`src/rtl/hwpe_stream_tcdm_load_ctrl.sv`:
```
// hwpe_stream_tcdm_load_ctrl: strided TCDM load-request engine feeding a 32-bit HWPE stream
// Optional grant-stall counter enabled by defining HWPE_STREAM_TCDM_LOAD_CTRL_PERF_EN.
module hwpe_stream_tcdm_load_ctrl #(
    parameter int MAX_OUTSTANDING = 8,
    parameter int CNT_WIDTH       = 16
) (
    input  logic                 clk_i,
    input  logic                 rst_i,
    input  logic                 clear_i,
    input  logic                 start_i,
    input  logic [31:0]          base_addr_i,
    input  logic [31:0]          stride_i,
    input  logic [CNT_WIDTH-1:0] nb_words_i,
    output logic                 busy_o,
    output logic                 done_o,
    output logic                 tcdm_req_o,
    input  logic                 tcdm_gnt_i,
    output logic [31:0]          tcdm_add_o,
    output logic                 tcdm_wen_o,
    output logic [3:0]           tcdm_be_o,
    output logic [31:0]          tcdm_data_o,
    input  logic [31:0]          tcdm_r_data_i,
    input  logic                 tcdm_r_valid_i,
    output logic                 tcdm_r_ready_o,
    output logic [31:0]          stream_data_o,
    output logic [3:0]           stream_strb_o,
    output logic                 stream_valid_o,
    input  logic                 stream_ready_i,
    output logic [31:0]          perf_stall_o
);
    localparam int OW = $clog2(MAX_OUTSTANDING + 1);
    localparam logic [OW-1:0] MAX_O = OW'(MAX_OUTSTANDING);
    localparam logic [CNT_WIDTH-1:0] ONE = CNT_WIDTH'(1);
    localparam logic [1:0] IDLE  = 2'd0;
    localparam logic [1:0] ISSUE = 2'd1;
    localparam logic [1:0] DRAIN = 2'd2;
    localparam logic [1:0] DONE  = 2'd3;
    logic [1:0]           r_state;
    logic [31:0]          r_addr;
    logic [31:0]          r_stride;
    logic [CNT_WIDTH-1:0] r_nb;
    logic [CNT_WIDTH-1:0] r_req_cnt;
    logic [CNT_WIDTH-1:0] r_rsp_cnt;
    logic [OW-1:0]        r_out;
    logic [1:0]           w_state_nxt;
    logic                 w_clr;
    logic                 w_start;
    logic                 w_rsp_act;
    logic                 w_req;
    logic                 w_gnt;
    logic                 w_rsp_hs;
    logic                 w_rsp_dec;
    logic                 w_last_req;
    logic                 w_last_rsp;
    assign w_clr      = rst_i | clear_i;
    assign w_start    = (r_state == IDLE) & start_i;
    assign w_rsp_act  = (r_state == ISSUE) | (r_state == DRAIN);
    assign w_req      = (r_state == ISSUE) & (r_out < MAX_O);
    assign w_gnt      = w_req & tcdm_gnt_i;
    assign w_rsp_hs   = w_rsp_act & tcdm_r_valid_i & stream_ready_i;
    assign w_rsp_dec  = w_rsp_hs & (r_out != '0);
    assign w_last_req = (r_req_cnt + ONE) == r_nb;
    assign w_last_rsp = (r_rsp_cnt + ONE) == r_nb;
    assign busy_o         = r_state != IDLE;
    assign done_o         = r_state == DONE;
    assign tcdm_req_o     = w_req;
    assign tcdm_add_o     = r_addr;
    assign tcdm_wen_o     = 1'b1;
    assign tcdm_be_o      = 4'hF;
    assign tcdm_data_o    = '0;
    assign tcdm_r_ready_o = w_rsp_act ? stream_ready_i : 1'b1;
    assign stream_valid_o = w_rsp_act & tcdm_r_valid_i;
    assign stream_data_o  = tcdm_r_data_i;
    assign stream_strb_o  = 4'hF;
    // job sequencing: issue until the last grant, drain until the last response, pulse done
    always_comb begin
        w_state_nxt = (r_state == IDLE)  ? (start_i ? ((nb_words_i != '0) ? ISSUE : DONE) : IDLE) :
                      (r_state == ISSUE) ? ((w_gnt && w_last_req) ? DRAIN : ISSUE) :
                      (r_state == DRAIN) ? ((w_rsp_hs && w_last_rsp) ? DONE : DRAIN) : IDLE;
    end
    // state, address generator and request/response/outstanding bookkeeping
    always_ff @(posedge clk_i) begin
        if (w_clr) begin
            r_state   <= IDLE;
            r_addr    <= '0;
            r_stride  <= '0;
            r_nb      <= '0;
            r_req_cnt <= '0;
            r_rsp_cnt <= '0;
            r_out     <= '0;
        end else begin
            r_state <= w_state_nxt;
            if (w_start) begin
                r_addr    <= base_addr_i;
                r_stride  <= stride_i;
                r_nb      <= nb_words_i;
                r_req_cnt <= '0;
                r_rsp_cnt <= '0;
                r_out     <= '0;
            end else begin
                if (w_gnt) begin
                    r_addr    <= r_addr + r_stride;
                    r_req_cnt <= r_req_cnt + ONE;
                end
                if (w_rsp_hs)
                    r_rsp_cnt <= r_rsp_cnt + ONE;
                r_out <= r_out + OW'(w_gnt) - OW'(w_rsp_dec);
            end
        end
    end
`ifdef HWPE_STREAM_TCDM_LOAD_CTRL_PERF_EN
    logic [31:0] r_stall;
    logic        w_stall_inc;
    assign w_stall_inc  = (w_req & ~tcdm_gnt_i) | ((r_state == ISSUE) & (r_out == MAX_O));
    assign perf_stall_o = r_stall;
    // saturating count of cycles the issue side waits on grant or on the outstanding limit
    always_ff @(posedge clk_i) begin
        if (w_clr || w_start)
            r_stall <= '0;
        else if (w_stall_inc && (r_stall != 32'hFFFF_FFFF))
            r_stall <= r_stall + 32'd1;
    end
`else
    assign perf_stall_o = '0;
`endif
`ifndef SYNTHESIS
    // a response with nothing in flight means the load FIFO handed back an unrequested word
    always_ff @(posedge clk_i) begin
        if (!w_clr) begin
            assert (!(w_rsp_hs && (r_out == '0)));
            assert (r_out <= MAX_O);
        end
    end
`endif
endmodule

```
`config.mk`:
```
export PLATFORM = sky130hd
export DESIGN_NAME = hwpe_stream_tcdm_load_ctrl
export DESIGN_NICKNAME = d
export VERILOG_FILES = /design/src/rtl/hwpe_stream_tcdm_load_ctrl.sv
export SDC_FILE = /design/constraint.sdc
export NUM_CORES = 1
export LEC_CHECK = 0
export CORE_ASPECT_RATIO = 1.25
export CORE_UTILIZATION = 40
export DETAILED_ROUTE_END_ITERATION = 10
export GPL_ROUTABILITY_DRIVEN = 0
export GPL_TIMING_DRIVEN = 1
export PLACE_DENSITY = 0.68
export SLEW_MARGIN = 20
export SYNTH_ARGS = -nofsm -noshare
export SYNTH_HDL_FRONTEND = slang
export SYNTH_SLANG_ARGS = --single-unit
```
`constraint.sdc`:
```
create_clock -name clk_i -period 3.1 [get_ports clk_i]
set_input_delay 0.775 -clock clk_i [delete_from_list [all_inputs] [get_ports clk_i]]
set_output_delay 0.775 -clock clk_i [all_outputs]
set_load 0.02 [all_outputs]
```
==> out/qor.yml <==
die_w_um: 129
final_common_cell: "nand2_1"
finalMaxSlewViolations: 0
firstDrtPassIters: 5
dp_hpwl_um: 15000
async_flop_share_pct: 0
clkLatencyLatePin_ns: 0.43
cts.sinks: 118
fin_crit_ns: 2.87
cts_buffers: 17
finalInstanceArea_mm2: 0.00954
min_period_over_period_pct: 92.6
path_max_fanout: 6
synthFlopType: "dfxtp_1"
overflow: 0
routed-wl-met3_um: 954
drc: 0
syn_area_mm2: 0.00804
rows: 57
nNetsFinal: 1273
setup_violations: 0
powerDensity_mw_per_mm2: 430
clkTransAtPathRegs_ns: 0.06
tns_ns: 0
antenna_found_initial: 0
core_region_area_mm2: 0.0195
avgSynthCellArea_um2: 7.69
wl_met2_um: 10300
synth_edf_count: 0
die_area_mm2: 0.0207
hold_violations: 0
netlist-cell-type-count: 64
utilization_pct: 48.8
area_growth_pct: 18.7
drv_cap: 0
grt_max_degree: 67
p_seq_share_pct: 38.9
fmaxAchievable_mhz: 348
hold_buffers: 0
rsz0062_at_grt: "no"
drt_iter0_markers: 352
fp.dieH_um: 160
clock_skew_ns: 0.0113
combPwrFrac_pct: 13.9
grt_pass1_wl_um: 33400
vias: 7111
cts-root-buf: "clkbuf_16"
hold_ws_ns: 0.459
relSlewSlack_pct: 49.4
arrival_ns: 3.15
clk_path_buf_depth: 2
tightest_slew_ns: 0.759
finalPower_mw: 4.10
h-tree-depth: 4
avgRoutedWirePerCell_um: 15.0
start_util_pct: 41.1
port-buffer-count: 123
top_layer_used: "met4"
ys_ff_latch: 118
yosysWarnings: 0
power_leakage_nw: 3.79
critPathLaunchType: "register"
drt-total-wl_um: 20900
antenna_cells: 0
pwr-share-clk_pct: 47.2
placed_cell_area_mm2: 0.00897
io_pins: 261
critical_path_class: "register to register"
cp.required_ns: 3.37
antenna_left: 0
yosysSeqAreaShare_pct: 29.4
cts_tree: "yes"
status: "complete, no violations"
switching_share_pct: 26.6
drive_above_1_share_pct: 4.90
mostFrequentLayoutCells: "nand2_1 (178), clkdlybuf4s50_1 (123), dfxtp_1 (118)"
p_int_mw: 3.01
synth_cells: 1045
grt_pass1_vias: 6838
min_path_type: "register to register"
critPathCaptureType: "register"
peakVddDrop_v: 0.000387
track_usage_pct: 20.4
viasPerCell: 5.12
p_sw_mw: 1.09
m1WireLength_um: 9120
path summary, 6_finish.rpt:
| path | depth (start not counted) | slack (ns) | startpoint | to |
|---|---|---|---|---|
| min | 2 | 0.46 | r_stride[21] | r_stride[21] |
| max reg2reg | 10 | 0.23 | tcdm_add_o[11] | tcdm_add_o[28] |
| max | 10 | 0.23 | tcdm_add_o[11] | tcdm_add_o[28] |
| min reg2reg | 2 | 0.46 | r_stride[21] | r_stride[21] |
critical path, cell delays in order, from the launching register on:
cell,delay [ns]
dfxtp_1,0.33
ha_1,0.38
a21o_1,0.22
a21oi_1,0.19
o221ai_1,0.15
a31oi_1,0.45
a31oi_4,0.19
a2111oi_2,0.42
nor3_2,0.13
mux2i_1,0.17
o22ai_1,0.08
registers in the layout, summed over array words and instances, names as in the netlist:
register / count
r_stride: 32
tcdm_add_o: 32
r_nb: 16
r_req_cnt: 16
r_rsp_cnt: 16
r_out: 4
r_state: 2
cell families after synthesis:
family | count (synthesis) | share of synthesized area [%]
DFF | 118 | 29.4
buffers and inverters | 179 | 13.6
other | 2 | 0.0935
adders and majority gates | 45 | 7.16
xor gates and xnor gates | 92 | 10.0
and+or+nand+nor | 354 | 20.0
AOI/OAI and AO/OA | 251 | 19.2
muxes | 4 | 0.498
cells in the mapped netlist, drive strengths merged (3+ instances only):
library cell / instances / area [um2]
and3: 14 / 87.6
nand4: 6 / 37.5
a32oi: 4 / 35.0
o21ai: 48 / 240
o211ai: 8 / 60.1
dfxtp: 118 / 2360
ha: 42 / 526
nor2: 60 / 225
nor3: 15 / 91.3
buf: 112 / 820
o21a: 5 / 37.5
a21boi: 3 / 22.5
clkbuf: 49 / 204
a21o: 22 / 165
nand2: 179 / 672
and2: 6 / 38.8
and4: 4 / 35.0
a31oi: 15 / 109
or3: 16 / 100
nand3: 27 / 145
xnor2: 52 / 455
a21oi: 108 / 541
nor2b: 7 / 43.8
a2111oi: 3 / 32.5
a211oi: 4 / 30.0
a311oi: 11 / 96.3
or2: 4 / 25.0
xor2: 40 / 350
nor4: 9 / 56.3
inv: 18 / 67.6
mux2i: 4 / 40.0
stage by stage:
step                      cells  worst slack [ns]
after global routing       1388            0.0396
after floorplan            1116            0.0390
final                      1388             0.230
after detailed placement   1356            0.0391
after global placement     1356             0.139
after CTS                  1388             0.188
area by class of cell:
cell class,count,area [um2]
Fill cell,1991,10000
Multi-Input combinational cell,819,4860
Sequential cell,118,2360
Timing Repair Buffer,136,1350
Clock buffer,23,468
Tap cell,265,332
Clock inverter,9,101
Inverter,18,67.6
repair_timing:
action | in CTS | in global routing
setup buffers | 0 | 0
endpoints found under the hold margin | 0 | 0
setup endpoints to repair | 0 | 1
gates resized for setup | 0 | 1
power by group through the flow:
| stage | logic [mW] | clock network, mW | registers (mW) |
|---|---|---|---|
| floorplan | 0.450 | 0 | 1.64 |
| global placement | 0.564 | 0 | 1.62 |
| detailed placement | 0.566 | 0 | 1.63 |
| CTS | 0.570 | 1.97 | 1.59 |
| global route | 0.619 | 2.04 | 1.60 |
| finish | 0.570 | 1.94 | 1.59 |
routing by layer:
layer / GRT usage, % / vias up
met2: 35.6 / 193
met3: 4.03 / 39
met5: 0 / -
met4: 7.97 / 0
li1: - / 3561
met1: 24.5 / 3318
No activity file was read; power rests on OpenSTA's default activity.
